[config.mk]
export PLATFORM = sky130hd
export DESIGN_NAME = alu_req_arbiter
export DESIGN_NICKNAME = d
export VERILOG_FILES = /design/src/rtl/alu_defs.sv /design/src/rtl/alu_req_arbiter_rr_arbiter.sv /design/src/rtl/alu_req_arbiter.sv
export SDC_FILE = /design/constraint.sdc
export NUM_CORES = 1
export LEC_CHECK = 0
export ABC_AREA = 1
export BUFFER_PORTS_ARGS = -buffer_cell sky130_fd_sc_hd__buf_2
export CORE_MARGIN = 2
export CORE_UTILIZATION = 42
export CTS_CLUSTER_SIZE = 14
export DETAILED_ROUTE_END_ITERATION = 16
export GPL_ROUTABILITY_DRIVEN = 0
export PLACE_DENSITY = 0.86
export SLEW_MARGIN = 20
export SYNTH_ARGS = -nofsm -noshare
export SYNTH_HDL_FRONTEND = slang
export SYNTH_HIERARCHICAL = 1
export SYNTH_SLANG_ARGS = --single-unit
[constraint.sdc]
create_clock -name clk -period 1.82 [get_ports clk]
set_input_delay 0.091 -clock clk [delete_from_list [all_inputs] [get_ports clk]]
set_output_delay 0.091 -clock clk [all_outputs]
set_load 0.05 [all_outputs]
[src/rtl/alu_defs.sv]
// Shared opcode, flag-index and FSM-state definitions for the ALU request arbiter.
// Consumers import alu_defs::*.
package alu_defs;

  localparam logic [3:0] OP_ADD        = 4'd0;
  localparam logic [3:0] OP_SUB        = 4'd1;
  localparam logic [3:0] OP_AND        = 4'd2;
  localparam logic [3:0] OP_OR         = 4'd3;
  localparam logic [3:0] OP_XOR        = 4'd4;
  localparam logic [3:0] OP_NOT        = 4'd5;
  localparam logic [3:0] OP_SHL        = 4'd6;
  localparam logic [3:0] OP_SHR        = 4'd7;
  localparam logic [3:0] OP_LAST_LEGAL = 4'd7;

  localparam int FLG_C = 0;
  localparam int FLG_Z = 1;
  localparam int FLG_O = 2;
  localparam int FLG_U = 3;

  typedef enum logic [1:0] {
    ST_IDLE = 2'd0,
    ST_EXEC = 2'd1,
    ST_RESP = 2'd2
  } arb_state_t;

  function automatic logic op_is_legal(input logic [3:0] op);
    return op <= OP_LAST_LEGAL;
  endfunction

endpackage

[src/rtl/alu_req_arbiter_rr_arbiter.sv]
// Combinational round-robin picker: first set request at or after ptr, wrapping.
// The pointer register lives in the parent.
module rr_arbiter #(
  parameter int N = 4,
  parameter int W = 2
) (
  input  logic [N-1:0] req,
  input  logic [W-1:0] ptr,
  output logic [N-1:0] grant,
  output logic [W-1:0] grant_idx,
  output logic         grant_valid
);

  // Walk offsets from farthest to nearest so the nearest hit is written last.
  always_comb begin
    grant       = '0;
    grant_idx   = '0;
    grant_valid = 1'b0;
    for (int off = N - 1; off >= 0; off--) begin
      int idx;
      idx = int'(ptr) + off;
      if (idx >= N) idx = idx - N;
      if (req[idx]) begin
        grant_valid = 1'b1;
        grant_idx   = W'(idx);
      end
    end
    if (grant_valid) grant[grant_idx] = 1'b1;
  end

endmodule

[src/rtl/alu_req_arbiter.sv]
// Round-robin sharing of one external 8-bit ALU among NUM_REQ requesters.
// Optional macro ALU_ARB_OPCHECK_EN: illegal opcodes bypass the ALU and raise resp_err.
module alu_req_arbiter
  import alu_defs::*;
#(
  parameter int NUM_REQ = 4,
  parameter int ID_W    = 2
) (
  input  logic                 clk,
  input  logic                 rst_n,
  input  logic [NUM_REQ-1:0]   req_valid,
  output logic [NUM_REQ-1:0]   req_ready,
  input  logic [8*NUM_REQ-1:0] req_a,
  input  logic [8*NUM_REQ-1:0] req_b,
  input  logic [4*NUM_REQ-1:0] req_imm,
  input  logic [NUM_REQ-1:0]   req_use_imm,
  input  logic [4*NUM_REQ-1:0] req_op,
  output logic [7:0]           alu_a,
  output logic [7:0]           alu_b,
  output logic [3:0]           alu_imm,
  output logic                 alu_use_imm,
  output logic [3:0]           alu_op,
  input  logic [7:0]           alu_result,
  input  logic                 alu_carry,
  input  logic                 alu_zero,
  input  logic                 alu_ovf,
  input  logic                 alu_unf,
  output logic                 resp_valid,
  input  logic                 resp_ready,
  output logic [ID_W-1:0]      resp_id,
  output logic [7:0]           resp_result,
  output logic [3:0]           resp_flags,
`ifdef ALU_ARB_OPCHECK_EN
  output logic                 resp_err,
`endif
  output logic                 busy
);

  arb_state_t state_reg, state_next;

  logic [ID_W-1:0] rr_ptr_reg;
  logic [ID_W-1:0] lat_id_reg;
  logic [7:0]      lat_a_reg, lat_b_reg;
  logic [3:0]      lat_imm_reg, lat_op_reg;
  logic            lat_use_imm_reg;
  logic            resp_valid_reg;
  logic [ID_W-1:0] resp_id_reg;
  logic [7:0]      resp_result_reg;
  logic [3:0]      resp_flags_reg;

  logic [7:0] a_arr   [NUM_REQ];
  logic [7:0] b_arr   [NUM_REQ];
  logic [3:0] imm_arr [NUM_REQ];
  logic [3:0] op_arr  [NUM_REQ];

  generate
    for (genvar gi = 0; gi < NUM_REQ; gi++) begin : g_slice
      assign a_arr[gi]   = req_a[8*gi +: 8];
      assign b_arr[gi]   = req_b[8*gi +: 8];
      assign imm_arr[gi] = req_imm[4*gi +: 4];
      assign op_arr[gi]  = req_op[4*gi +: 4];
    end
  endgenerate

  logic [NUM_REQ-1:0] grant;
  logic [ID_W-1:0]    grant_idx;
  logic               grant_valid;

  rr_arbiter #(.N(NUM_REQ), .W(ID_W)) u_rr (
    .req         (req_valid),
    .ptr         (rr_ptr_reg),
    .grant       (grant),
    .grant_idx   (grant_idx),
    .grant_valid (grant_valid)
  );

`ifdef ALU_ARB_OPCHECK_EN
  logic resp_err_reg;
  logic illegal_win;
  assign illegal_win = ~op_is_legal(op_arr[grant_idx]);
`endif

  logic [ID_W-1:0] ptr_after;
  assign ptr_after = (lat_id_reg == ID_W'(NUM_REQ - 1)) ? '0 : lat_id_reg + ID_W'(1);

  always_ff @(posedge clk or negedge rst_n) begin
    if (!rst_n) state_reg <= ST_IDLE;
    else        state_reg <= state_next;
  end

  always_comb begin
    state_next = state_reg;
    case (state_reg)
      ST_IDLE: begin
        if (grant_valid) begin
          state_next = ST_EXEC;
`ifdef ALU_ARB_OPCHECK_EN
          if (illegal_win) state_next = ST_RESP;
`endif
        end
      end
      ST_EXEC: state_next = ST_RESP;
      ST_RESP: if (resp_ready) state_next = ST_IDLE;
      default: state_next = ST_IDLE;
    endcase
  end

  always_ff @(posedge clk or negedge rst_n) begin
    if (!rst_n) begin
      rr_ptr_reg      <= '0;
      lat_id_reg      <= '0;
      lat_a_reg       <= '0;
      lat_b_reg       <= '0;
      lat_imm_reg     <= '0;
      lat_op_reg      <= '0;
      lat_use_imm_reg <= 1'b0;
      resp_valid_reg  <= 1'b0;
      resp_id_reg     <= '0;
      resp_result_reg <= '0;
      resp_flags_reg  <= '0;
`ifdef ALU_ARB_OPCHECK_EN
      resp_err_reg    <= 1'b0;
`endif
    end else begin
      case (state_reg)
        ST_IDLE: begin
          if (grant_valid) begin
            lat_id_reg      <= grant_idx;
            lat_a_reg       <= a_arr[grant_idx];
            lat_b_reg       <= b_arr[grant_idx];
            lat_imm_reg     <= imm_arr[grant_idx];
            lat_op_reg      <= op_arr[grant_idx];
            lat_use_imm_reg <= req_use_imm[grant_idx];
`ifdef ALU_ARB_OPCHECK_EN
            // Illegal opcode: answer immediately with a zeroed error response.
            if (illegal_win) begin
              resp_valid_reg  <= 1'b1;
              resp_id_reg     <= grant_idx;
              resp_result_reg <= '0;
              resp_flags_reg  <= '0;
              resp_err_reg    <= 1'b1;
            end
`endif
          end
        end
        ST_EXEC: begin
          resp_valid_reg        <= 1'b1;
          resp_id_reg           <= lat_id_reg;
          resp_result_reg       <= alu_result;
          resp_flags_reg[FLG_C] <= alu_carry;
          resp_flags_reg[FLG_Z] <= alu_zero;
          resp_flags_reg[FLG_O] <= alu_ovf;
          resp_flags_reg[FLG_U] <= alu_unf;
`ifdef ALU_ARB_OPCHECK_EN
          resp_err_reg          <= 1'b0;
`endif
        end
        ST_RESP: begin
          if (resp_ready) begin
            resp_valid_reg <= 1'b0;
            rr_ptr_reg     <= ptr_after;
          end
        end
        default: ;
      endcase
    end
  end

  logic in_exec;
  assign in_exec = (state_reg == ST_EXEC);

  // ALU inputs are gated to zero outside EXEC so the ALU stays quiet.
  assign alu_a       = in_exec ? lat_a_reg       : '0;
  assign alu_b       = in_exec ? lat_b_reg       : '0;
  assign alu_imm     = in_exec ? lat_imm_reg     : '0;
  assign alu_use_imm = in_exec ? lat_use_imm_reg : 1'b0;
  assign alu_op      = in_exec ? lat_op_reg      : '0;

  assign req_ready   = (state_reg == ST_IDLE) ? grant : '0;
  assign busy        = (state_reg != ST_IDLE);
  assign resp_valid  = resp_valid_reg;
  assign resp_id     = resp_id_reg;
  assign resp_result = resp_result_reg;
  assign resp_flags  = resp_flags_reg;
`ifdef ALU_ARB_OPCHECK_EN
  assign resp_err    = resp_err_reg & resp_valid_reg;
`endif

endmodule

==> flow_summary.toml, run 1 <==
[synth]
syn_area_um2 = 3300
synth.distinct_cells = 26
ys_warn_count = 6
synth_top_area_frac = 0.349
postSynth.asyncResetShare = 1.00
yosysTopAreaCell = "dfrtp_1"
ys.flop_type = "dfrtp_1"
syn-num-nets = 666
synth_edf_count = 0
synth_seq_cells = 46
avgSynthCellArea_um2 = 6.04
synth_area_leaders = "dfrtp_1, nand2_1, nand3_1"
syn-instance-count = 546
synth.most_common_cell = "nand2_1"
ys_seq_area_frac = 0.349
synth_commonest_cells = "nand2_1, inv_1, nand3_1"

[clocking]
cts-root-buf = "clkbuf_8"
cts.clk_slew.worst_paths_ns = 0.10
cts_sinks = 46
clkLatencyLatePin_ns = 0.30
cts_tree = "built"
ctsHtreeMaxLevel = 2
cts_buffers = 5
cts_buffer_depth = 2

[grt]
overflow = 0
antenna_found_initial = 0
grt_pass1_wl_um = 17900
grt_max_degree = 31
grt_usage = 0.257
grt_pass1_vias = 4056

[floorplan]
dieArea_um2 = 8570
start_util = 0.431
io_pins = 164
core_um2 = 7650
num_rows = 32
die_h_um = 92.6
die_w_um = 92.6

[critical_path]
path_cells = "o21ai_1 > nand2_1 > nand2_2 > inv_4 > nand2_4 > nand2_4 > buf_6 > a21oi_1 > inv_1 > nor2_2 > buf_6"
cpPeakStageDelay_ns = 0.51
r2r_slack_ns = -0.37
end_kind = "output pin"
crit_buf_inv = 4
cp.arrival_ns = 2.11
crit_slowest_cell = "dfrtp_2"
start_kind = "flip-flop"
critical-path-top-delay-family = "simple AND/OR/NAND/NOR gates"
r2r_start = "rr_ptr_reg[0]"
worstPathRequired_ns = 1.73
timing.rr.end = "lat_a_reg[3]"
crit_fanout = 7
critical_path_class = "flip-flop to output pin"
r2r_cells = 15

[timing]
worst_slew_pin_slew_ns = 0.697
drv_slew = 0
hold_viol = 0
post-route-period-util = 1.21
worst_slack_ns = -0.386
skew_ns = 0.00936
relSlewSlack = 0.535
period_minus_slack_ns = 2.21
rsz0062_at_grt = "true"
setup_viol = 32
fmax_mhz = 453

[drt]
vias = 4114
drtPass1Iterations = 5
wl_per_cell_um = 14.1
ant_nets = 0
wl_um = 11800
vias_per_cell = 4.92
first_iter_violations = 232
drc = 0

[hold_path]
hold_class = "input pin to flip-flop"
hold_path_depth = 3
hold_start = "alu_result[3]"
min_to = "resp_result[3]"

[finish]
diodes = 0
fin_nets = 854
area_growth_pct = 59.9
drive_gt1_frac = 0.422
design_area_um2 = 5270

[pwr]
internal_power_mw = 6.21
combPwrFrac = 0.799
p_leak_nw = 3.19
power_mw = 13.3
swShare = 0.533
power.switching_mw = 7.10
seq_power_share = 0.142
power_density_nw_per_um2 = 2520
clkPwrFrac = 0.059
ir_worst_vdd_v = 0.00137

[flow_run]
max-cap-violations = 0

[placed_design]
dp_hpwl_um = 7140
placed_cell_area_um2 = 4260
io_buffers = 163

[run_status]
status = "finished, violations left"
violations = "negative setup slack"
==> kinds of logic after synthesis <==
logic type | count (synthesis) | share of synthesized area
AO/OA/AOI/OAI | 8 | 0.0152
adder cells (fa/ha/maj) | 1 | 0.00379
buffers and inverters | 114 | 0.157
flip-flops | 46 | 0.349
AND/OR/NAND/NOR | 377 | 0.474
==> worst register-to-register path: stages, from the launching register on <==
cell and delay [ns]:
dfrtp_2 0.51, o21ai_1 0.28, nand2_1 0.17, nand2_2 0.13, inv_4 0.05, nand2_4 0.07
nand2_4 0.06, nand2_4 0.08, buf_12 0.14, buf_12 0.16, clkbuf_16 0.17, nand2_4 0.04
nand3_2 0.04, nand2_1 0.06, nand2_1 0.06, nand2_1 0.06
==> layer usage <==
layer | routed length (um) | global-route usage | up-vias
met4 | 312 | 0.0833 | 0
li1 | - | - | 1995
met3 | 773 | 0.0480 | 37
met2 | 6260 | 0.488 | 225
met1 | 4420 | 0.286 | 1857
met5 | 0 | 0 | -
==> area by class of cell <==
type                    count  area [um2]
clock buffers               5        68.8
repair buffers            208        1480
well taps                 102         128
flip-flops and latches     46        1150
fillers                   622        2380
inverters                  86         348
multi-input cells         387        2050
clock inverters             3        43.8
==> placed cells by master (no fill, tap or decap), types with 2 or more instances in the layout <==
cell	instances
nand2_2	26
nand2_4	19
buf_8	2
clkbuf_16	2
inv_1	77
dfrtp_1	44
clkbuf_8	5
nand3_1	51
nor2_4	3
clkinv_2	2
nor2_2	8
buf_6	9
nand2_1	220
buf_2	159
buf_16	6
dfrtp_2	2
buf_12	9
nand3_4	7
nand3_2	15
o21ai_1	2
inv_2	4
nor2_1	26
buf_4	20
==> power by group through the flow <==
| stage | Sequential [mW] | Combinational [mW] | Clock, mW |
|---|---|---|---|
| 6_report | 1.88 | 10.6 | 0.786 |
| 5_1_grt | 1.95 | 11.4 | 0.834 |
| 4_1_cts | 1.85 | 9.16 | 0.793 |
| 3_5_place_dp | 1.87 | 7.12 | 0 |
| 3_3_place_gp | 1.84 | 6.89 | 0 |
| 2_1_floorplan | 2.34 | 4.96 | 0 |
==> repair_timing <==
item                                    4_1_cts  5_1_grt
pin swaps                                    11       59
gates resized for setup                      52       90
cloned                                        7        3
hold buffers                                  1        0
endpoints found under the setup margin       30       32
hold endpoints to repair                     29        0
setup buffers                                 9        7
==> worst max path at each step <==
stage | endpoint | slack (ns) | startpoint | depth (start not counted)
floorplan | lat_op_reg[2] | 0.02 | rr_ptr_reg[0] | 15
detailed placement | lat_b_reg[5] | -0.16 | rr_ptr_reg[0] | 13
global placement | lat_a_reg[5] | -0.04 | rr_ptr_reg[0] | 14
CTS | req_ready[0] | -0.26 | rr_ptr_reg[0] | 14
finish | req_ready[3] | -0.39 | rr_ptr_reg[0] | 11
global route | req_ready[0] | -0.51 | rr_ptr_reg[0] | 11
==> per-stage QoR <==
stage                     instances  hold WS [ns]  setup WS (ns)  TNS [ns]   util
after floorplan                 546        -0.205         0.0165         0      -
after global placement          803         0.145        -0.0355    -0.415  0.557
after detailed placement        803         0.169         -0.164     -3.62  0.557
after CTS                       828       0.00894         -0.262     -5.50  0.630
after global routing            837       0.00353         -0.510    -13.67  0.689
final                           837        0.0138         -0.386     -9.73  0.689
No activity file was read; power rests on OpenSTA's default activity.
==> inputs of run 2 (changes only) <==
--- a/config.mk
+++ b/config.mk
@@ -8,13 +8,13 @@
 export ABC_AREA = 1
 export BUFFER_PORTS_ARGS = -buffer_cell sky130_fd_sc_hd__buf_2
 export CORE_MARGIN = 2
-export CORE_UTILIZATION = 42
+export CORE_UTILIZATION = 43
 export CTS_CLUSTER_SIZE = 14
 export DETAILED_ROUTE_END_ITERATION = 16
 export GPL_ROUTABILITY_DRIVEN = 0
-export PLACE_DENSITY = 0.86
+export PLACE_DENSITY = 0.87
 export SLEW_MARGIN = 20
 export SYNTH_ARGS = -nofsm -noshare
 export SYNTH_HDL_FRONTEND = slang
-export SYNTH_HIERARCHICAL = 1
 export SYNTH_SLANG_ARGS = --single-unit
+export TNS_END_PERCENT = 5
==> run 2 against run 1 <==
Compared with the run above:
- the flow still finishes with violations (negative setup slack)
- die area is 1.2% higher
- critical path depth up 1
- setup slack improved by 0.090 ns
- core utilization decreased by 5.0 points
- synthesized cell count up 8.1%
- flip-flop and latch count unchanged
- sequential share of layout area rose by 1.4 points
- largest cell class unchanged
- largest power group unchanged
- highest routed layer unchanged
==> flow_summary.toml, run 2 <==
[run_status]
status = "finished, violations left"
violations = "negative setup slack"

[critical_path]
end_kind = "output pin"
start_kind = "flip-flop"
worstPathRequired_ns = 1.73
crit_fanout = 6
r2r_slack_ns = -0.22
cp.arrival_ns = 2.02
critical_path_class = "flip-flop to output pin"

[timing]
skew_ns = 0.00629
period_minus_slack_ns = 2.12
drv_slew = 0
post-route-period-util = 1.16
worst_slack_ns = -0.296
hold_slack_ns = 0.105
tns_ns = -4.52
relSlewSlack = 0.749
rsz0062_at_grt = "true"
hold_viol = 0
fmax_mhz = 473
worst_slew_pin_slew_ns = 0.376
setup_viol = 29

[drt]
vias = 4100
first_iter_violations = 148
vias_per_cell = 4.66
drtPass1Iterations = 5
wl_per_cell_um = 11.9
wl_um = 10400
ant_nets = 0
drc = 0

[synth]
syn-num-nets = 710
synth_top_area_frac = 0.337
synth_mux_area_frac = 0
synth.distinct_cells = 21
ys.flop_type = "dfrtp_1"
syn-instance-count = 590
avgSynthCellArea_um2 = 5.79
synth_commonest_cells = "nand2_1, inv_1, nand3_1"
synthAdderAreaFrac = 0.00366
ys_seq_area_frac = 0.337
synth_xor_area_frac = 0
yosysTopAreaCell = "dfrtp_1"
ys_warn_count = 0
synth_area_leaders = "dfrtp_1, nand2_1, nand3_1"
synth.most_common_cell = "nand2_1"
syn_area_um2 = 3420
synth_compound_area_frac = 0.0194
synth_top_family_by_area = "simple AND/OR/NAND/NOR gates"
synth_seq_cells = 46
synth_edf_count = 0
postSynth.asyncResetShare = 1.00
synthSimpleGateAreaFrac = 0.442

[pwr]
ir_worst_vdd_v = 0.00116
p_leak_nw = 3.20
clkPwrFrac = 0.073
power_density_nw_per_um2 = 2140
seq_power_share = 0.174
power.switching_mw = 5.88
internal_power_mw = 4.70
power_mw = 10.6
swShare = 0.556
combPwrFrac = 0.753

[finish]
fin_nets = 897
drive_gt1_frac = 0.297
final_common_cell = "nand2_1"
area_growth_pct = 44.6
multi_input_area_um2 = 1700
seqCellArea_um2 = 1150
fill_cells = 715
diodes = 0
mostFrequentLayoutCells = "nand2_1, buf_2, inv_1"

[clocking]
ctsHtreeMaxLevel = 2
cts_sinks = 46
cts-root-buf = "clkbuf_8"
cts_buffer_depth = 2
cts_tree = "built"
cts.clk_slew.worst_paths_ns = 0.09
cts_buffers = 5
clkLatencyLatePin_ns = 0.30

[floorplan]
die_w_um = 93.2
die_h_um = 93.2
core_um2 = 7730
dieArea_um2 = 8680
io_pins = 164
num_rows = 32
start_util = 0.442

[grt]
antenna_found_initial = 0
grt_usage = 0.247
grt_max_degree = 31
overflow = 0
grt_pass1_wl_um = 17500
grt_pass1_vias = 4017

[placed_design]
dp_hpwl_um = 7520
io_buffers = 163

[hold_path]
hold_class = "input pin to async pin"

[flow_run]
max-cap-violations = 0
run 2: changes by cell type after synthesis, sizes merged:
cell	delta
a21oi	-1
a21boi	-1
nor2	-3
clkbuf	+8
nand3	+34
buf	-6
o21ai	+5
nor4	+1
clkinv	-1
inv	+55
o31ai	+1
nand2	-48
run 2: path summary, 6_finish.rpt:
path / startpoint / to / cells after the start
setup reg to reg: rr_ptr_reg[0] / lat_imm_reg[3] / 16
hold / removal: rst_n / lat_a_reg[0] / 2
hold reg to reg: resp_flags[1] / resp_flags[1] / 2
max in group asynchronous: rst_n / rr_ptr_reg[0] / 3
min in group clk: req_b[14] / lat_b_reg[6] / 7
setup / recovery: rr_ptr_reg[0] / req_ready[0] / 12
run 2: logic make-up (layout without fill, tap and decap cells):
group,after synthesis,after routing
simple gates,361,361
buf+inv,170,358
flops,46,46
compound gates,12,12
fa+ha+maj,1,1
run 2: power groups by stage:
stage | clock network, mW | registers (mW) | logic [mW]
5_1_grt | 0.834 | 1.91 | 8.81
3_5_place_dp | 0 | 1.83 | 7.44
6_report | 0.773 | 1.84 | 7.96
3_3_place_gp | 0 | 1.83 | 7.34
4_1_cts | 0.796 | 1.83 | 7.78
2_1_floorplan | 0 | 2.34 | 4.96
run 2: worst max-delay path, cell delays in order (launching register included):
cell and delay [ns]:
dfrtp_2 0.47, buf_6 0.14, nand2_1 0.08, nand2_2 0.07, inv_2 0.06, nand2_1 0.09
nand3_4 0.10, nand2_2 0.07, nand2_2 0.08, nand2_4 0.08, buf_6 0.13, nor3_4 0.17
buf_6 0.18
run 2: metal layers:
metal	wire (um)	track usage	part of all wire
met4	311	0.0919	0.030
met2	4980	0.426	0.48
met3	723	0.0556	0.069
met5	0	0	0
met1	4430	0.302	0.42
run 2: stage by stage:
stage | util | cells | setup WS, ns | area, um2
6_report | 0.640 | 880 | -0.296 | 4940
5_1_grt | 0.640 | 880 | -0.449 | 4940
4_1_cts | 0.631 | 878 | -0.247 | 4880
3_5_place_dp | 0.584 | 854 | -0.0968 | 4510
3_3_place_gp | 0.584 | 854 | -0.0879 | 4510
2_1_floorplan | - | 590 | -0.0493 | 3470
run 2: timing repair:
item,in CTS,in global routing
pin swaps,5,6
buffers inserted,2,2
setup endpoints to repair,29,32
gates resized for setup,26,15
hold endpoints to repair,59,0
hold buffers,14,0
run 2: final cells by class:
cell class / count / area share
Timing Repair Buffer: 210 / 0.267
Clock buffer: 5 / 0.0139
Clock inverter: 3 / 0.00911
Multi-Input combinational cell: 374 / 0.344
Sequential cell: 46 / 0.233
Tap cell: 102 / 0.0258
Inverter: 140 / 0.107
